===== src/rtl/stage_1_pkg.sv =====
// Shared constants and types for the instruction-fetch stage (stage_1).
package stage_1_pkg;

  localparam logic [31:0] RESET_PC_DEFAULT = 32'h0000_0000;
  localparam logic [31:0] NOP_INST_DEFAULT = 32'h0000_0013;

  typedef enum logic [0:0] {
    FETCH_REQ  = 1'b0,
    FETCH_FULL = 1'b1
  } fetch_state_e;

  typedef struct packed {
    logic [31:0] inst;
    logic [31:0] pc;
  } fetch_entry_t;

  // Redirect targets are forced onto a word boundary.
  function automatic logic [31:0] word_align(input logic [31:0] addr);
    return {addr[31:2], 2'b00};
  endfunction

endpackage


===== src/rtl/stage_1_fetch_skid.sv =====
// One-entry {inst, pc} holding buffer used when a fetch completes during a stall.
import stage_1_pkg::*;

module fetch_skid (
  input  logic         clk,
  input  logic         rst,
  input  logic         load,
  input  logic         clear,
  input  fetch_entry_t din,
  output fetch_entry_t dout,
  output logic         valid
);

  // Entry storage; clear wins over load so a flush never leaves stale data.
  always_ff @(posedge clk or posedge rst) begin
    if (rst) begin
      dout  <= '0;
      valid <= 1'b0;
    end else if (clear) begin
      dout  <= '0;
      valid <= 1'b0;
    end else if (load) begin
      dout  <= din;
      valid <= 1'b1;
    end else begin
      dout  <= dout;
      valid <= valid;
    end
  end

endmodule


===== src/rtl/stage_1.sv =====
// Instruction-fetch stage with IF/ID pipeline register, req/ack memory
// handshake, branch redirect/flush, stall hold and a one-entry skid buffer.
import stage_1_pkg::*;

module stage_1 #(
  parameter logic [31:0] RESET_PC = RESET_PC_DEFAULT,
  parameter logic [31:0] NOP_INST = NOP_INST_DEFAULT
) (
  input  logic        clk,
  input  logic        rst,
  input  logic        stall,
  input  logic        b_taken,
  input  logic [31:0] b_pc,
  output logic        imem_req,
  output logic [31:0] imem_addr,
  input  logic        imem_ack,
  input  logic [31:0] imem_rdata,
  output logic [31:0] if_id_inst,
  output logic [31:0] pc,
  output logic        if_id_valid,
  output logic        misalign
);

  fetch_state_e state_r;
  fetch_state_e next_state_s;

  logic [31:0]  fetch_pc_r;
  logic [31:0]  fetch_pc_nxt_s;
  logic [31:0]  pc_inc_s;
  logic [31:0]  inst_nxt_s;
  logic [31:0]  pc_nxt_s;
  logic         valid_nxt_s;
  logic         misalign_nxt_s;
  logic         redirect_s;
  logic         skid_load_s;
  logic         skid_clear_s;
  logic         skid_valid_s;
  fetch_entry_t skid_din_s;
  fetch_entry_t skid_dout_s;

  assign redirect_s = b_taken & ~stall;
  assign pc_inc_s   = fetch_pc_r + 32'd4;
  assign skid_din_s = '{inst: imem_rdata, pc: fetch_pc_r};

  fetch_skid u_skid (
    .clk   (clk),
    .rst   (rst),
    .load  (skid_load_s),
    .clear (skid_clear_s),
    .din   (skid_din_s),
    .dout  (skid_dout_s),
    .valid (skid_valid_s)
  );

  // State register.
  always_ff @(posedge clk or posedge rst) begin
    if (rst) begin
      state_r <= FETCH_REQ;
    end else begin
      state_r <= next_state_s;
    end
  end

  // Next-state and next-datapath decode; redirect outranks any ack or skid drain.
  always_comb begin
    next_state_s   = state_r;
    fetch_pc_nxt_s = fetch_pc_r;
    inst_nxt_s     = if_id_inst;
    pc_nxt_s       = pc;
    valid_nxt_s    = if_id_valid;
    misalign_nxt_s = 1'b0;
    skid_load_s    = 1'b0;
    skid_clear_s   = 1'b0;
    case (state_r)
      FETCH_REQ: begin
        if (redirect_s) begin
          fetch_pc_nxt_s = word_align(b_pc);
          inst_nxt_s     = NOP_INST;
          valid_nxt_s    = 1'b0;
          misalign_nxt_s = |b_pc[1:0];
        end else if (imem_ack && !stall) begin
          inst_nxt_s     = imem_rdata;
          pc_nxt_s       = fetch_pc_r;
          valid_nxt_s    = 1'b1;
          fetch_pc_nxt_s = pc_inc_s;
        end else if (imem_ack && stall) begin
          skid_load_s    = 1'b1;
          fetch_pc_nxt_s = pc_inc_s;
          next_state_s   = FETCH_FULL;
        end else if (!stall) begin
          inst_nxt_s  = NOP_INST;
          valid_nxt_s = 1'b0;
        end else begin
          next_state_s = FETCH_REQ;
        end
      end
      FETCH_FULL: begin
        if (stall) begin
          next_state_s = FETCH_FULL;
        end else if (b_taken) begin
          skid_clear_s   = 1'b1;
          inst_nxt_s     = NOP_INST;
          valid_nxt_s    = 1'b0;
          fetch_pc_nxt_s = word_align(b_pc);
          misalign_nxt_s = |b_pc[1:0];
          next_state_s   = FETCH_REQ;
        end else if (skid_valid_s) begin
          inst_nxt_s   = skid_dout_s.inst;
          pc_nxt_s     = skid_dout_s.pc;
          valid_nxt_s  = 1'b1;
          skid_clear_s = 1'b1;
          next_state_s = FETCH_REQ;
        end else begin
          inst_nxt_s   = NOP_INST;
          valid_nxt_s  = 1'b0;
          next_state_s = FETCH_REQ;
        end
      end
      default: begin
        next_state_s = FETCH_REQ;
      end
    endcase
  end

  // Memory request outputs: the only combinational outputs of the stage.
  always_comb begin
    if (state_r == FETCH_REQ) begin
      imem_req = 1'b1;
    end else begin
      imem_req = 1'b0;
    end
    imem_addr = fetch_pc_r;
  end

  // Fetch PC and IF/ID pipeline register.
  always_ff @(posedge clk or posedge rst) begin
    if (rst) begin
      fetch_pc_r  <= RESET_PC;
      if_id_inst  <= NOP_INST;
      pc          <= RESET_PC;
      if_id_valid <= 1'b0;
      misalign    <= 1'b0;
    end else begin
      fetch_pc_r  <= fetch_pc_nxt_s;
      if_id_inst  <= inst_nxt_s;
      pc          <= pc_nxt_s;
      if_id_valid <= valid_nxt_s;
      misalign    <= misalign_nxt_s;
    end
  end

endmodule


===== config.mk =====
export PLATFORM = sky130hd
export DESIGN_NAME = stage_1
export DESIGN_NICKNAME = d
export VERILOG_FILES = /design/src/rtl/stage_1_pkg.sv /design/src/rtl/stage_1_fetch_skid.sv /design/src/rtl/stage_1.sv
export SDC_FILE = /design/constraint.sdc
export NUM_CORES = 1
export LEC_CHECK = 0
export CELL_PAD_IN_SITES_DETAIL_PLACEMENT = 0
export CELL_PAD_IN_SITES_GLOBAL_PLACEMENT = 1
export CORE_MARGIN = 5
export CORE_UTILIZATION = 39
export DETAILED_ROUTE_END_ITERATION = 10
export PLACE_DENSITY_LB_ADDON = 0.1
export SLEW_MARGIN = 20
export SYNTH_ARGS = -nofsm -noshare
export SYNTH_HDL_FRONTEND = slang
export SYNTH_HIERARCHICAL = 1
export SYNTH_SLANG_ARGS = --single-unit

===== constraint.sdc =====
create_clock -name clk -period 4.21 [get_ports clk]
set_input_delay 0.6315 -clock clk [delete_from_list [all_inputs] [get_ports clk]]
set_output_delay 0.6315 -clock clk [all_outputs]
set_load 0.005 [all_outputs]

==> impl_results.md <==
* Die Span Y at 148 um
* Crit path largest cell delay at roughly 760 ps
* Crit-path most repeated cell: nor2_1
* Overflow after GRT at 0
* Clk root buf: clkbuf_16
* CP cell instances: clkdlybuf4s50_1 -> nor2_1 -> nor3_2 -> buf_4 -> nor2_1
* Vias in the first global route at ~6100
* Cell area after synthesis at 0.00741 mm^2
* Crit share post-route at 0.614
* Pin count of the biggest net entering global routing at 71
* Final min period at 2590 ps
* Critical path arrival at 2860 ps
* Num Clock Sinks at roughly 160
* Vias per inst at ~5.3
* Pwr dens at between 400 and 500 mW/mm^2
* Max-Cap Viols at 0
* Slowest-stage cell, CP: nor3_2
* # setup viols final at 0
* Postcts setup bufs at 0
* Internal Pwr Total at ~3.5 mW
* Antenna cell count at 0
* 1st-pass router iterations at 5
* Most frequent cell after synthesis: dfrtp_1
* Antenna-violating nets left at 0
* Worst slew margin at 0.331
* Fillers at between 1500 and 2000
* RSZ-0062 raised after global routing: false
* Via count at around 5900
* Sum Neg Setup Slack at 0 ps
* CTS tree: yes
* Io pins at between 150 and 200
* #FFs+latches synth at between 150 and 200
* Gate power share at 0.204
* Gr usage total at 0.187
* Nets at ~940
* Hold Vio Cnt, Final at 0
* Crit path launch type: input port
* Area of the core at about 0.019 mm^2
* Clock Latency Late Sink at around 420 ps
* LEAKAGE at about 4.1 nW
* HPWL after detailed placement at 13800 um
* Critical path class: in -> reg
* Top_reg_cell synth: dfrtp_1
* PortBufs at about 170
* Asr flop ratio synth at 1.00
* Register-to-Register Setup Slack at 1650 ps
* Synth-to-Final Area Change at 33.2%
* Post_cts resized at 0
* Antenna violations before repair at 0
* CTS HTree Levels at 4
* Cell count after synthesis at around 700
* Syn_area_per_cell at ~10 um^2
* Top cells by count, synth: dfrtp_1 (159), mux2i_1 (95), nand2_1 (90)
* DRT iter0 DRCs at roughly 350
* Fin Hold WS at around 480 ps
* Layout cells sized above 1 at 0.0660
* Synth warnings at 6
* Drc violations at 0
* Hold Path Class: reg -> reg
* Cell Rows at 50
* WP data required at 4490 ps
* Number of flops mapped to enable cells by yosys at 0
* Final Max Slew Viols at 0
* DIE AREA at 0.0219 mm^2
* Clock Tree Buf Depth at 2
* Peak supply drop at about 320 uV
* Sw frac at 0.274
* Die Wd at between 100 and 150 um
* Status: finished, final reports clean
* Largest cells by area after synthesis: dfrtp_1 (54%), mux2i_1 (13%), o21ai_0 (5.8%), nand2_1 (4.6%), nor2_1 (4.5%)
* Initial Util at 0.396
* Yosys top cell by area: dfrtp_1
* Post-Route WL at ~20000 um
* Sw power at 1.31 mW
* Yosys cell types at between 40 and 50
* Post-synthesis sequential area ratio at 0.547
* Clock skew at around 12 ps
* Clock power frac at 0.355
* Power Total at 4.80 mW
* Post-synth top area share at 0.537
* Seq pwr share at 0.441
* Num CTS Buffers at 17
* Cts hold-fix bufs at 0
* First-pass GRT wire length at 32700 um
* Setup crit end kind: flop
* Routability cong. at about 0.81
* Clock Pin Slew Worst Setup and Hold Paths at about 60 ps
* Worst Max-Slew Pin Slew at about 1000 ps
* CP Max Fanout at between 40 and 50
* DR WL/cell at 18.0 um
* Highest clock rate at slightly below 400 MHz
==> flip-flops by register name, summed over array words and instances, names as in the netlist <==
| register | flops |
|---|---|
| misalign | 1 |
| state_r | 1 |
| u_skid/dout | 64 |
| u_skid/valid | 1 |
| if_id_inst | 32 |
| imem_addr | 30 |
| pc | 32 |
| if_id_valid | 1 |
==> worst max-delay path: cells and delay by family <==
kind	cells	cell delay, ps
simple gates	3	970
buf+inv	2	1200
==> cell families after synthesis <==
group | synth area share
buf+inv | 0.0408
xor+xnor | 0.0154
other cells | 0.000506
simple gates | 0.147
fa+ha+maj | 0.00169
flops | 0.547
mux | 0.128
compound gates | 0.119
==> power by group through the flow <==
stage | Sequential, mW | Combinational [mW] | Clock [mW]
floorplan | 2.08 | 0.441 | 0
global placement | 2.13 | 0.969 | 0
detailed placement | 2.14 | 0.993 | 0
CTS | 2.12 | 0.998 | 1.74
global route | 2.16 | 1.09 | 1.81
finish | 2.12 | 0.979 | 1.70
==> path summary, 6_finish.rpt <==
kind,startpoint,endpoint,cells after the start
setup reg to reg,state_r$_DFF_PP0_,u_skid/dout[10]$_DFFE_PP0P_,4
max in group asynchronous,rst,u_skid/dout[55]$_DFFE_PP0P_,3
min in group asynchronous,rst,pc[17]$_DFFE_PP0P_,2
hold reg to reg,pc[24]$_DFFE_PP0P_,pc[24]$_DFFE_PP0P_,2
hold / removal,pc[24]$_DFFE_PP0P_,pc[24]$_DFFE_PP0P_,2
setup / recovery,b_taken,u_skid/dout[10]$_DFFE_PP0P_,5
==> final cells by class <==
class,instances,area (um^2),area share
sequential,162,4060,0.411
multi-input combinational,502,3100,0.314
timing repair buffer,177,1750,0.177
clock buffer,20,447,0.0452
tap,234,293,0.0296
clock inverter,12,205,0.0208
inverter,6,26.3,0.00266
==> routing by layer <==
layer | GRT usage | vias to the layer above | wire [um]
met5 | 0 | - | 0
met4 | 0.0568 | 0 | 229
met3 | 0.0423 | 17 | 948
met2 | 0.298 | 149 | 9530
met1 | 0.256 | 2943 | 9300
li1 | - | 2831 | -
==> per-stage QoR <==
| step | worst slack, ps | cells | utilization | instance area, um^2 |
|---|---|---|---|---|
| final | 1620 | 1113 | 0.528 | 9880 |
| after global routing | 1430 | 1113 | 0.528 | 9880 |
| after CTS | 1650 | 1113 | 0.528 | 9870 |
| after detailed placement | 1230 | 1081 | 0.493 | 9220 |
| after global placement | 1330 | 1081 | 0.493 | 9220 |
| after floorplan | 1050 | 722 | - | 7430 |
==> placed cells by master, fill, tap and decap left out, types with 4 or more instances in the layout <==
cell type	n
clkdlybuf4s50_1	164
dfrtp_1	158
mux2i_1	95
nand2_1	90
nor2_1	88
o21ai_0	86
a22oi_1	29
clkbuf_16	17
a31oi_1	15
buf_4	11
nand4_1	10
xnor2_1	9
or4_1	9
o31ai_1	8
or3_1	7
nor3_1	5
nand3_1	5
bufinv_16	5
xor2_1	4
inv_1	4
nor4_1	4
conb_1	4
(Power assumes the default switching activity.)
